`src/rtl/gemm_c_writeback.sv`:
```
// Purpose : buffers whole GeMM result blocks and drains them as narrow beats to C memory.
// Latency : a block pushed into an empty FIFO raises mem_req_o the next cycle, then one beat per granted cycle.
// Backpressure: mem_gnt_i low holds the presented beat; the FIFO absorbs FifoDepth blocks, then drops and flags overflow.
//
// Ports:
//   clk_i, rst_ni        clock, asynchronous active-low reset
//   start_i              new run: clears overflow_o and any pending completion
//   blk_we_i/addr/wdata  full result block from the accelerator (element e at [e*OutDataWidth +: OutDataWidth])
//   acc_done_i           accelerator finished; completion is reported once all beats are accepted
//   mem_req_o/gnt_i      beat handshake toward C memory (req & gnt = transfer)
//   mem_addr_o/wdata_o   beat address (head_addr*BPB + beat) and beat data
//   fifo_level_o         occupied block entries (a partially drained head still counts)
//   overflow_o, busy_o, done_o  sticky drop flag, activity, one-cycle completion pulse
module gemm_c_writeback #(
    parameter int OutDataWidth = 32,
    parameter int AddrWidth    = 16,
    parameter int meshRow      = 2,
    parameter int meshCol      = 2,
    parameter int BeatElems    = 2,
    parameter int FifoDepth    = 4
) (
    input  logic                                      clk_i,
    input  logic                                      rst_ni,
    input  logic                                      start_i,
    input  logic                                      blk_we_i,
    input  logic [AddrWidth-1:0]                      blk_addr_i,
    input  logic [meshRow*meshCol*OutDataWidth-1:0]   blk_wdata_i,
    input  logic                                      acc_done_i,
    output logic                                      mem_req_o,
    input  logic                                      mem_gnt_i,
    output logic [AddrWidth-1:0]                      mem_addr_o,
    output logic [BeatElems*OutDataWidth-1:0]         mem_wdata_o,
    output logic [$clog2(FifoDepth):0]                fifo_level_o,
    output logic                                      overflow_o,
    output logic                                      busy_o,
    output logic                                      done_o
);

    localparam int NumElems = meshRow * meshCol;
    localparam int BlkW     = NumElems * OutDataWidth;
    localparam int BeatW    = BeatElems * OutDataWidth;
    localparam int BPB      = NumElems / BeatElems;
    localparam int PtrW     = $clog2(FifoDepth);
    localparam int LvlW     = PtrW + 1;
    localparam int BIdxW    = (BPB > 1) ? $clog2(BPB) : 1;

    localparam logic [AddrWidth-1:0] BpbA     = AddrWidth'(BPB);
    localparam logic [BIdxW-1:0]     LastBeat = BIdxW'(BPB - 1);
    localparam logic [LvlW-1:0]      FullLvl  = LvlW'(FifoDepth);

    // Block storage carries no reset: contents are only visible while level_q says they are valid.
    logic [AddrWidth-1:0] addr_mem_q [FifoDepth];
    logic [BlkW-1:0]      data_mem_q [FifoDepth];

    logic [PtrW-1:0]  wr_ptr_q, wr_ptr_d;
    logic [PtrW-1:0]  rd_ptr_q, rd_ptr_d;
    logic [LvlW-1:0]  level_q, level_d;
    logic [BIdxW-1:0] beat_idx_q, beat_idx_d;
    logic             overflow_q, overflow_d;
    logic             pending_q, pending_d;

    logic                 req;
    logic                 full;
    logic                 xfer;
    logic                 pop;
    logic                 push;
    logic                 drop;
    logic                 done_fire;
    logic [AddrWidth-1:0] head_addr;
    logic [BlkW-1:0]      head_data;
    logic [AddrWidth-1:0] beat_addr;
    logic [BeatW-1:0]     beat_data;

    // Request comes purely from registered occupancy, so blk_we_i never reaches mem_req_o combinationally.
    assign req  = (level_q != '0);
    assign full = (level_q == FullLvl);
    assign xfer = req & mem_gnt_i;
    assign pop  = xfer & (beat_idx_q == LastBeat);
    // A full FIFO still accepts a block in the cycle its head retires, since the slot frees at the same edge.
    assign push = blk_we_i & (~full | pop);
    assign drop = blk_we_i & full & ~pop;

    // No transfer can occur while empty, so empty-and-pending is the complete completion condition.
    assign done_fire = pending_q & ~req;

    assign head_addr = addr_mem_q[rd_ptr_q];
    assign head_data = data_mem_q[rd_ptr_q];
    assign beat_addr = head_addr * BpbA + AddrWidth'(beat_idx_q);
    assign beat_data = head_data[beat_idx_q*BeatW +: BeatW];

    always_comb begin
        wr_ptr_d   = wr_ptr_q;
        rd_ptr_d   = rd_ptr_q;
        level_d    = level_q;
        beat_idx_d = beat_idx_q;
        overflow_d = overflow_q;
        pending_d  = pending_q;

        if (push) begin
            wr_ptr_d = wr_ptr_q + PtrW'(1);
        end
        if (pop) begin
            rd_ptr_d = rd_ptr_q + PtrW'(1);
        end

        case ({push, pop})
            2'b10:   level_d = level_q + LvlW'(1);
            2'b01:   level_d = level_q - LvlW'(1);
            default: level_d = level_q;
        endcase

        if (xfer) begin
            beat_idx_d = (beat_idx_q == LastBeat) ? '0 : beat_idx_q + BIdxW'(1);
        end

        if (start_i) begin
            overflow_d = 1'b0;
        end else if (drop) begin
            overflow_d = 1'b1;
        end

        // start_i wins over acc_done_i; a done pulse while already pending is absorbed.
        if (start_i) begin
            pending_d = 1'b0;
        end else if (done_fire) begin
            pending_d = 1'b0;
        end else if (acc_done_i) begin
            pending_d = 1'b1;
        end
    end

    always_ff @(posedge clk_i or negedge rst_ni) begin
        if (!rst_ni) begin
            wr_ptr_q   <= '0;
            rd_ptr_q   <= '0;
            level_q    <= '0;
            beat_idx_q <= '0;
            overflow_q <= 1'b0;
            pending_q  <= 1'b0;
        end else begin
            wr_ptr_q   <= wr_ptr_d;
            rd_ptr_q   <= rd_ptr_d;
            level_q    <= level_d;
            beat_idx_q <= beat_idx_d;
            overflow_q <= overflow_d;
            pending_q  <= pending_d;
        end
    end

    always_ff @(posedge clk_i) begin
        if (push) begin
            addr_mem_q[wr_ptr_q] <= blk_addr_i;
            data_mem_q[wr_ptr_q] <= blk_wdata_i;
        end
    end

    // Address/data are zeroed when idle so stale storage never shows on the port (including right after reset).
    assign mem_req_o    = req;
    assign mem_addr_o   = req ? beat_addr : '0;
    assign mem_wdata_o  = req ? beat_data : '0;
    assign fifo_level_o = level_q;
    assign overflow_o   = overflow_q;
    assign busy_o       = req | pending_q;
    assign done_o       = done_fire;

endmodule

```
`config.mk`:
```
export PLATFORM = sky130hd
export DESIGN_NAME = gemm_c_writeback
export DESIGN_NICKNAME = d
export VERILOG_FILES = /design/src/rtl/gemm_c_writeback.sv
export SDC_FILE = /design/constraint.sdc
export NUM_CORES = 1
export LEC_CHECK = 0
export ABC_AREA = 1
export CORE_ASPECT_RATIO = 0.75
export CORE_MARGIN = 4
export CORE_UTILIZATION = 40
export DETAILED_ROUTE_END_ITERATION = 10
export DONT_BUFFER_PORTS = 1
export PLACE_DENSITY_LB_ADDON = 0.25
export SYNTH_ARGS = -nofsm -noshare
export SYNTH_HDL_FRONTEND = slang
export SYNTH_SLANG_ARGS = --single-unit
```
`constraint.sdc`:
```
create_clock -name clk_i -period 19.4 [get_ports clk_i]
set_input_delay 2.91 -clock clk_i [delete_from_list [all_inputs] [get_ports clk_i]]
set_output_delay 2.91 -clock clk_i [all_outputs]
set_load 0.02 [all_outputs]
```
; After elaboration in Yosys (flattened, before gate mapping)
; Memories as Yosys holds them, arrays and structs flattened.
; Index checks and enable logic that the tools add are counted.
[totals]
ff_bits = 10
ramBits = 576
mem_count = 2
inputBits = 150
[mem_list]
columns = memory, depth, word_bits, rd, rd_clocked_by_memory_dff, wr, line
row1 = data_mem_q, 4, 128, 1, 0, 1, 53  ; logic [BlkW-1:0] data_mem_q [FifoDepth];
row2 = addr_mem_q, 4, 16, 1, 0, 1, 52  ; logic [AddrWidth-1:0] addr_mem_q [FifoDepth];
[classes]
bitwise_logic = 11
n_addsub = 6
eq_ne = 3
n_mux = 11
n_shift = 1
n_reduce_logical = 4
[ops]
columns = op, count
row1 = $shiftx 128x8->64, 1
row2 = $mux 64, 1
row3 = $add 16x1->16, 1
row4 = $mux 16, 1
row5 = $mux 1, 8
row6 = $and 1x1->1, 6
row7 = $pmux 3 s2, 1
row8 = $reduce_bool 3->1, 2
row9 = $add 2x1->2 const B, 2
row10 = $reduce_bool 2->1, 2
row11 = $add 3x1->3 const B, 1
row12 = $eq 3x3->1 const B, 1
row13 = $not 1->1, 3
row14 = $sub 3x1->3 const B, 1
row15 = $eq 2x1->1 const B, 1
row16 = $eq 2x2->1 const B, 1
row17 = $or 1x1->1, 2
row18 = $add 1x1->1 const B, 1

; Logic depth before layout (Yosys ltp)
; Gate-level depths: netlist of run 1.
[depth]
word_depth = 7
ltp_mapped = 9
depth_no_buf = 9

; Worst setup path before layout of run 1
; No wires, ideal clock.
[synth_path]
path_type = input -> register
from = input mem_gnt_i
to = memory addr_mem_q[0][0], enable pin
slack_ps = 9550
setup_ps = 647
required_ps = 18753
stages = 4
t_arrival_ps = 9203
cell_sequence = nand3_2 -> nand3_1 -> nand2_2 -> nor2_1
[synth_via]
elab_chain_len = 6
[synth_rtl]
columns = element, line
row1 = from (decl), 30  ; input logic mem_gnt_i,
row2 = $and 1x1->1, 77  ; assign xfer = req & mem_gnt_i;
row3 = $and 1x1->1, 78  ; assign pop = xfer & (beat_idx_q == LastBeat);
row4 = $or 1x1->1, 80  ; assign push = blk_we_i & (~full | pop);
row5 = $and 1x1->1, 80
row6 = $mux 1, 151  ; if (push) begin
row7 = $mux 1 (implied by the code), 152  ; addr_mem_q[wr_ptr_q] <= blk_addr_i;
row8 = to (decl), 52
; Every way passes these cells.

; Final worst setup path of run 1
[layout_path]
from = register rd_ptr_q[1]
to = output mem_wdata_o[0]
[layout_via]
elab_chain_len = 3
[layout_rtl]
columns = element, line
row1 = from (decl), 56  ; logic [PtrW-1:0] rd_ptr_q, rd_ptr_d;
row2 = from (signal assigned), 142  ; rd_ptr_q <= rd_ptr_d;
row3 = $mem_v2 4x128, --
row4 = $shiftx 128x8->64, 89  ; assign beat_data = head_data[beat_idx_q*BeatW +: BeatW];
row5 = $mux 64, 160  ; assign mem_wdata_o = req ? beat_data : '0;
row6 = to (decl), 32  ; output logic [BeatElems*OutDataWidth-1:0] mem_wdata_o,
; Every way passes these cells.

==> flow_summary.yaml, run 1 <==
critical_path:
  cp_top_family: "buffers and inverters"
  slowest_stage: "buf_4"
  path_cells: "inv_4, buf_4, o21ai_0, o22ai_1, nand3_1, nand2_1"
  worstSetupEndpointType: "primary output"
  cp.arrival_ns: 3.86
  crit_buf_inv: 2
  cp_max_fo: 73
  max_stage_delay_ns: 0.85
  critPathRequiredTime_ns: 16.49
  crit_type: "flip-flop to primary output"
  cp-start-kind: "flip-flop"
timing:
  rsz0062_at_grt: "false"
  fin_crit_ns: 6.774
  clock_skew_ns: 0.01241
  fin_setup_tns_ns: 0
  setup_viol: 0
  maxSlewHeadroom: 0.2235
  fmax_mhz: 147.6
  period_share: 0.3492
  hold_viol: 0
  drv_slew: 0
  tightest_slew_ns: 1.165
floorplanning:
  num_rows: 75
  io_pins: 237
  dieArea_um2: 60850
  fp.dieH_um: 214.6
  initial_core_util: 0.4058
  coreArea_um2: 56120
  fp.dieW_um: 283.5
worst_hold_path:
  hold_class: "flip-flop to flip-flop"
layout:
  fin_util: 0.4435
  insertedDiodeCount: 0
  fin_area_um2: 24890
  final_layout_size_suffix_gt1_frac: 0.06455
  layout.nets: 1817
  syn2layout_area_growth_pct: 9.291
  fillerInstances: 5065
detailed_routing:
  drc: 0
  vias: 13150
  drtAntennaViolNets: 0
  vias_per_cell: 5.399
  dr.pass1.iters: 5
  wire_per_inst_um: 22.04
  initialDrtViolationCount: 944
  wirelength_um: 53670
place:
  port-buffer-count: 0
  place.gp.congestion: 0.7220
  postPlaceCellArea_um2: 23200
  post-dp-hpwl_um: 27580
synthesis:
  synth.distinct_cells: 29
  avgSynthCellArea_um2: 13.40
  synth-seq-cells: 582
  yosysSeqAreaShare: 0.7653
  synth_nets: 1855
  syn_inst: 1700
  ys_warn_count: 0
  synth_area_um2: 22770
run_status:
  outcome: "finished clean"
clock_network:
  cts_hold_buf: 0
  post_cts_resized: 0
  clock_sinks: 582
  postCtsSetupRepairBufs: 0
  ctsRootBufferMaster: "clkbuf_16"
  clock_latency_ns: 0.60
  cts_tree: "built"
  clk_path_buf_depth: 3
  numCtsBuffers: 56
  cts.clk_slew.worst_paths_ns: 0.06
  cts.htree.levels: 2
run:
  drv_cap: 0
grt:
  grt-ovfl-total: 0
  grt_usage: 0.1721
  antenna_found_initial: 1
  grt_pass1_wl_um: 81340
  grt_max_degree: 198
  grt_pass1_vias: 13160
power:
  ir_worst_vdd_uv: 153.3
  power_density_nw_per_um2: 169.7
  leakage_nw: 8.156
==> worst reg2reg max path: cells and delay by family, from the launching register on <==
| family | cells | cell delay (ns) |
|---|---|---|
| and+or+nand+nor | 6 | 1.53 |
| DFF | 1 | 0.66 |
| buffers and inverters | 3 | 2.07 |
==> state kept, by name, indices dropped and copies added, names as in the netlist <==
register	count
data_mem_q	512
addr_mem_q	60
fifo_level_o	3
rd_ptr_q	2
wr_ptr_q	2
beat_idx_q	1
overflow_o	1
pending_q	1
==> per-stage QoR <==
stage	hold slack, ns	setup WS, ns	total power [W]	std cells
final	0.5315	12.63	0.004225	2435
after floorplan	0.4923	9.550	0.002942	1700
after global placement	0.5225	13.21	0.003239	2335
after CTS	0.5356	12.54	0.004284	2435
after detailed placement	0.5221	13.19	0.003267	2335
after global routing	0.6027	12.36	0.004489	2435
==> per-layer routing <==
metal	up-vias	part of all wire	GRT usage	wire length [um]
met4	0	0.014	0.03510	729
met2	296	0.47	0.2751	25050
met3	64	0.076	0.05739	4088
li1	6168	-	-	-
met5	-	0	0	0
met1	6618	0.44	0.2318	23810
==> layout by cell type (no fill, tap or decap), drive strengths merged <==
cell and n:
bufinv 2, clkinv 26, o21ai 287, dfrtp 10, fa 1, clkbuf 66
a21oi 18, ha 4, xor2 4, edfxtp 572, o22ai 128, clkinvlp 4
buf 19, or3 1, nor2 325, nand3 70, nand4 3, inv 23
nand2 141
==> area by class of cell <==
| cell class | count | area (um2) | share of cell area |
|---|---|---|---|
| clock inverter | 34 | 224.0 | 0.008999 |
| sequential | 582 | 17430 | 0.7005 |
| clock buffer | 66 | 1460 | 0.05867 |
| tap | 731 | 914.6 | 0.03675 |
| inverter | 21 | 90.09 | 0.003620 |
| multi-input combinational | 982 | 4609 | 0.1852 |
| timing repair buffer | 19 | 155.1 | 0.006234 |
==> power breakdown <==
part           switching [W]  internal, W  total [W]
Combinational        0.00114     0.000322    0.00146
Clock               0.000453     0.000561    0.00101
Sequential         0.0000869      0.00166    0.00175
==> cells by family (layout without fill, tap and decap cells) <==
logic type / count (synthesis) / after routing / share of synthesized area
AO/OA/AOI/OAI: 433 / 433 / 0.1022
flip-flops: 582 / 582 / 0.7653
adder cells (fa/ha/maj): 5 / 5 / 0.003077
AND/OR/NAND/NOR: 540 / 540 / 0.09429
buffers and inverters: 136 / 140 / 0.03363
XOR/XNOR: 4 / 4 / 0.001538
==> path summary, 6_finish.rpt <==
path                            startpoint                 to  slack [ns]  depth (start not counted)
max                            rd_ptr_q[1]     mem_wdata_o[0]       12.63                          6
min                            wr_ptr_q[1]        wr_ptr_q[1]        0.53                          2
max reg2reg                fifo_level_o[0]  data_mem_q[3][43]       14.67                          9
min reg2reg                    wr_ptr_q[1]        wr_ptr_q[1]        0.53                          2
max in group asynchronous           rst_ni        rd_ptr_q[1]       17.31                          0
min in group asynchronous           rst_ni    fifo_level_o[2]        2.00                          0
==> synthesized netlist by cell type (all sizes together) <==
cell	n	area, um2
edfxtp	572	17180
nor2	325	1227
o21ai	287	1436
nand2	141	539.3
o22ai	128	800.8
buf	71	503.0
nand3	70	355.3
clkbuf	44	178.9
inv	21	83.83
a21oi	18	90.09
dfrtp	10	250.2
ha	4	50.05
xor2	4	35.03
nand4	3	18.77
fa	1	20.02
or3	1	6.260
Power figures use the tool's default switching activity.
==> inputs of run 2 (changes only) <==
Clock period 19.4 ns to 6.9 ns, I/O delays scaled along.
==> flow_summary.yaml, run 2 (synthesis results as in run 1) <==
run_status:
  outcome: "finished clean"
timing:
  drv_slew: 0
  setup_viol: 0
  rsz0062_at_grt: "false"
  setup_slack_ns: 2.290
  hold_viol: 0
  maxSlewHeadroom: 0.1226
  period_share: 0.6680
  clock_skew_ns: 0.01238
  fmax_mhz: 216.9
  fin_setup_tns_ns: 0
  tightest_slew_ns: 1.316
  fin_crit_ns: 4.610
power:
  ir_worst_vdd_uv: 460.5
  finalPower_w: 0.01216
  power_density_nw_per_um2: 483.8
  leakage_nw: 8.277
clock_network:
  clock_latency_ns: 0.60
  cts.clk_slew.worst_paths_ns: 0.06
  postCtsSetupRepairBufs: 0
  post_cts_resized: 0
  numCtsBuffers: 56
  clk_path_buf_depth: 3
  cts_hold_buf: 0
  cts_tree: "built"
  ctsRootBufferMaster: "clkbuf_16"
  cts.htree.levels: 2
  clock_sinks: 582
floorplanning:
  initial_core_util: 0.4058
  dieArea_um2: 60850
  num_rows: 75
  coreArea_um2: 56120
  io_pins: 237
  fp.dieH_um: 214.6
  fp.dieW_um: 283.5
place:
  dp_cells: 2336
  post-dp-hpwl_um: 27790
  pre_cts_ws_ns: 2.914
  postPlaceCellArea_um2: 23250
  port-buffer-count: 0
  place.gp.congestion: 0.7208
critical_path:
  r2r_slack_ns: 3.13
  worstSetupEndpointType: "primary output"
  cp_max_fo: 156
  crit_type: "flip-flop to primary output"
  critPathRequiredTime_ns: 5.86
  worstRegToRegCells: 8
  reg2reg_to: "data_mem_q[0][48]"
  cp.arrival_ns: 3.57
  cp-start-kind: "flip-flop"
  r2r-start: "fifo_level_o[2]"
layout:
  largest_register: "data_mem_q"
  largest_register_ffs: 512
  syn2layout_area_growth_pct: 10.35
  layout_common_cells: "edfxtp_1, nor2_1, o21ai_0"
  fin_cells: 2443
  seqCellArea_um2: 17430
  multiInputGateArea_um2: 4609
  fillerInstances: 4979
  final_common_cell: "edfxtp_1"
  final_layout_size_suffix_gt1_frac: 0.07247
  fin_area_um2: 25130
  layout.nets: 1818
detailed_routing:
  wirelength_um: 53420
  wire_per_inst_um: 21.87
  dr.pass1.iters: 5
  drtAntennaViolNets: 0
  drc: 0
  initialDrtViolationCount: 959
  vias_per_cell: 5.481
  vias: 13390
grt:
  grt-ovfl-total: 0
  grt_usage: 0.1717
  antenna_found_initial: 0
  grt_pass1_wl_um: 81430
  grt_pass1_vias: 13190
  grt_max_degree: 221
worst_hold_path:
  hold_class: "input pin to asynchronous set/reset pin"
run:
  drv_cap: 0
run 2: layer usage:
layer	up-vias	share of wire	GRT usage
li1	6184	-	-
met1	6799	0.44	0.2274
met4	0	0.015	0.03779
met5	-	0	0
met2	344	0.47	0.2777
met3	64	0.078	0.05696
run 2: report_power, final:
part	switching, W	internal (W)	total (W)	leakage (nW)
sequential	0.000225	0.00466	0.00489	5.36
clock	0.00131	0.00181	0.00312	0.924
combinational	0.00323	0.000923	0.00415	1.99
total	0.00477	0.00739	0.0122	8.28
run 2: layout make-up:
type / instances / share of cell area
clock inverter: 46 / 0.01748
multi-input combinational: 982 / 0.1834
antenna: 1 / 0.00009959
inverter: 21 / 0.003585
clock buffer: 60 / 0.05721
timing repair buffer: 20 / 0.007967
sequential: 582 / 0.6938
tap: 731 / 0.03640
run 2: how the worst max path moves through the flow:
stage,start,to,cells after the start
6_report,rd_ptr_q[0],mem_wdata_o[32],6
5_1_grt,rd_ptr_q[0],mem_wdata_o[40],6
4_1_cts,fifo_level_o[0],mem_addr_o[13],5
3_5_place_dp,fifo_level_o[0],mem_addr_o[13],5
3_3_place_gp,fifo_level_o[0],mem_addr_o[13],5
2_1_floorplan,mem_gnt_i,addr_mem_q[0][0],4
run 2: worst max-delay path, stage by stage (launching register included):
cell	delay (ns)
dfrtp_4	0.77
inv_8	0.60
buf_12	0.49
o21ai_0	0.22
o22ai_1	0.24
nand2_1	0.08
nand2_1	0.23
run 2: metrics by stage:
stage,hold WS (ns),utilization
after global routing,0.07927,0.4477
after floorplan,0.4923,-
after detailed placement,0.5393,0.4143
after global placement,0.5203,0.4143
after CTS,0.08268,0.4477
final,0.1307,0.4478
==> inputs of run 3 (changes only) <==
Clock period 6.9 ns to 4.7 ns, I/O delays scaled along.
==> flow_summary.yaml, run 3 (synthesis results as in run 1) <==
run_status:
  outcome: "finished clean"
layout:
  fin_cells: 2455
  fin_util: 0.4492
  final_layout_size_suffix_gt1_frac: 0.07193
  fin_area_um2: 25210
  layout_common_cells: "edfxtp_1, nor2_1, o21ai_0"
  insertedDiodeCount: 0
  largest_register: "data_mem_q"
  final_common_cell: "edfxtp_1"
  layout.nets: 1834
  syn2layout_area_growth_pct: 10.70
  fillerInstances: 4991
  largest_register_ffs: 512
timing:
  fin_setup_tns_ns: 0
  setup_slack_ns: 0.8862
  rsz0062_at_grt: "false"
  setup_viol: 0
  fmax_mhz: 262.2
  drv_slew: 0
  maxSlewHeadroom: 0.3001
  tightest_slew_ns: 1.050
  hold_viol: 0
  clock_skew_ns: 0.01263
  fin_crit_ns: 3.814
  period_share: 0.8114
critical_path:
  cp.arrival_ns: 3.11
  crit_type: "flip-flop to primary output"
  worstRegToRegCells: 7
  path_cells: "inv_1, nand2_4, buf_4, nand3_1, nand2_1"
  cp_top_family: "simple AND/OR/NAND/NOR gates"
  cp-start-kind: "flip-flop"
  cp.depth: 5
  slowest_stage: "buf_4"
  crit_buf_inv: 2
  worstSetupEndpointType: "primary output"
  max_stage_delay_ns: 0.70
  critPathRequiredTime_ns: 3.99
  cp_max_fo: 44
detailed_routing:
  wire_per_inst_um: 21.80
  drc: 0
  drtAntennaViolNets: 0
  wirelength_um: 53510
  dr.pass1.iters: 5
  initialDrtViolationCount: 986
  vias_per_cell: 5.398
  vias: 13250
power:
  leakage_nw: 8.301
  power_density_nw_per_um2: 701.8
  ir_worst_vdd_uv: 507.8
place:
  place.gp.congestion: 0.7247
  postPlaceCellArea_um2: 23440
  pre_cts_ws_ns: 1.318
  dp_cells: 2350
  post-dp-hpwl_um: 29240
  port-buffer-count: 0
clock_network:
  ctsRootBufferMaster: "clkbuf_16"
  clk_path_buf_depth: 3
  post_cts_resized: 0
  numCtsBuffers: 57
  clock_sinks: 582
  cts.clk_slew.worst_paths_ns: 0.06
  cts_tree: "built"
  cts.htree.levels: 2
  clock_latency_ns: 0.59
grt:
  grt_pass1_wl_um: 81390
  grt_pass1_vias: 13120
  grt_max_degree: 173
  grt-ovfl-total: 0
  antenna_found_initial: 0
  grt_usage: 0.1722
floorplanning:
  num_rows: 75
  fp.dieH_um: 214.6
  initial_core_util: 0.4058
  coreArea_um2: 56120
  dieArea_um2: 60850
  io_pins: 237
  fp.dieW_um: 283.5
worst_hold_path:
  holdPathStages: 1
  hold_class: "input pin to flip-flop"
run:
  drv_cap: 0
## run 3: final cells by class
cell class	instances	area, um2	share of cell area
Inverter	21	91.34	0.003623
Tap cell	731	914.6	0.03628
Timing Repair Buffer	35	402.9	0.01598
Multi-Input combinational cell	982	4609	0.1829
Sequential cell	582	17430	0.6916
Clock inverter	27	191.4	0.007594
Clock buffer	77	1564	0.06204
## run 3: layer usage
layer / vias up / global-route usage / part of all wire
li1: 6220 / - / -
met1: 6675 / 0.2372 / 0.45
met2: 294 / 0.2738 / 0.47
met3: 62 / 0.04899 / 0.066
met4: 0 / 0.03880 / 0.015
met5: - / 0 / 0
## run 3: through the flow
step	total power (W)	hold slack [ns]
floorplan	0.01204	0.4094
global placement	0.01352	0.4098
detailed placement	0.01360	0.4098
CTS	0.01793	0.1214
global route	0.01880	0.1239
finish	0.01769	0.1656
## run 3: worst reg2reg max path: cells and delay by family (launching register included)
family / cells / cell delay (ns)
buf+inv: 2 / 0.54
simple gates: 5 / 1.70
flops: 1 / 0.63
## run 3: worst paths after layout
kind | end | startpoint | slack (ns)
setup reg to reg | data_mem_q[3][50] | fifo_level_o[2] | 1.36
hold / removal | overflow_o | start_i | 0.17
max in group asynchronous | rd_ptr_q[1] | rst_ni | 3.71
hold reg to reg | wr_ptr_q[1] | wr_ptr_q[1] | 0.54
min in group asynchronous | pending_q | rst_ni | 0.55
setup / recovery | mem_wdata_o[63] | fifo_level_o[2] | 0.89
## run 3: power breakdown
group          switching (W)  internal [W]
Clock                0.00186       0.00244
Sequential          0.000283       0.00683
Combinational        0.00481       0.00146
Total                0.00696        0.0107
## run 3: timing repair
action | in CTS | in global routing
setup buffers | 0 | 0
hold buffers | 1 | 0
hold endpoints to repair | 10 | 0
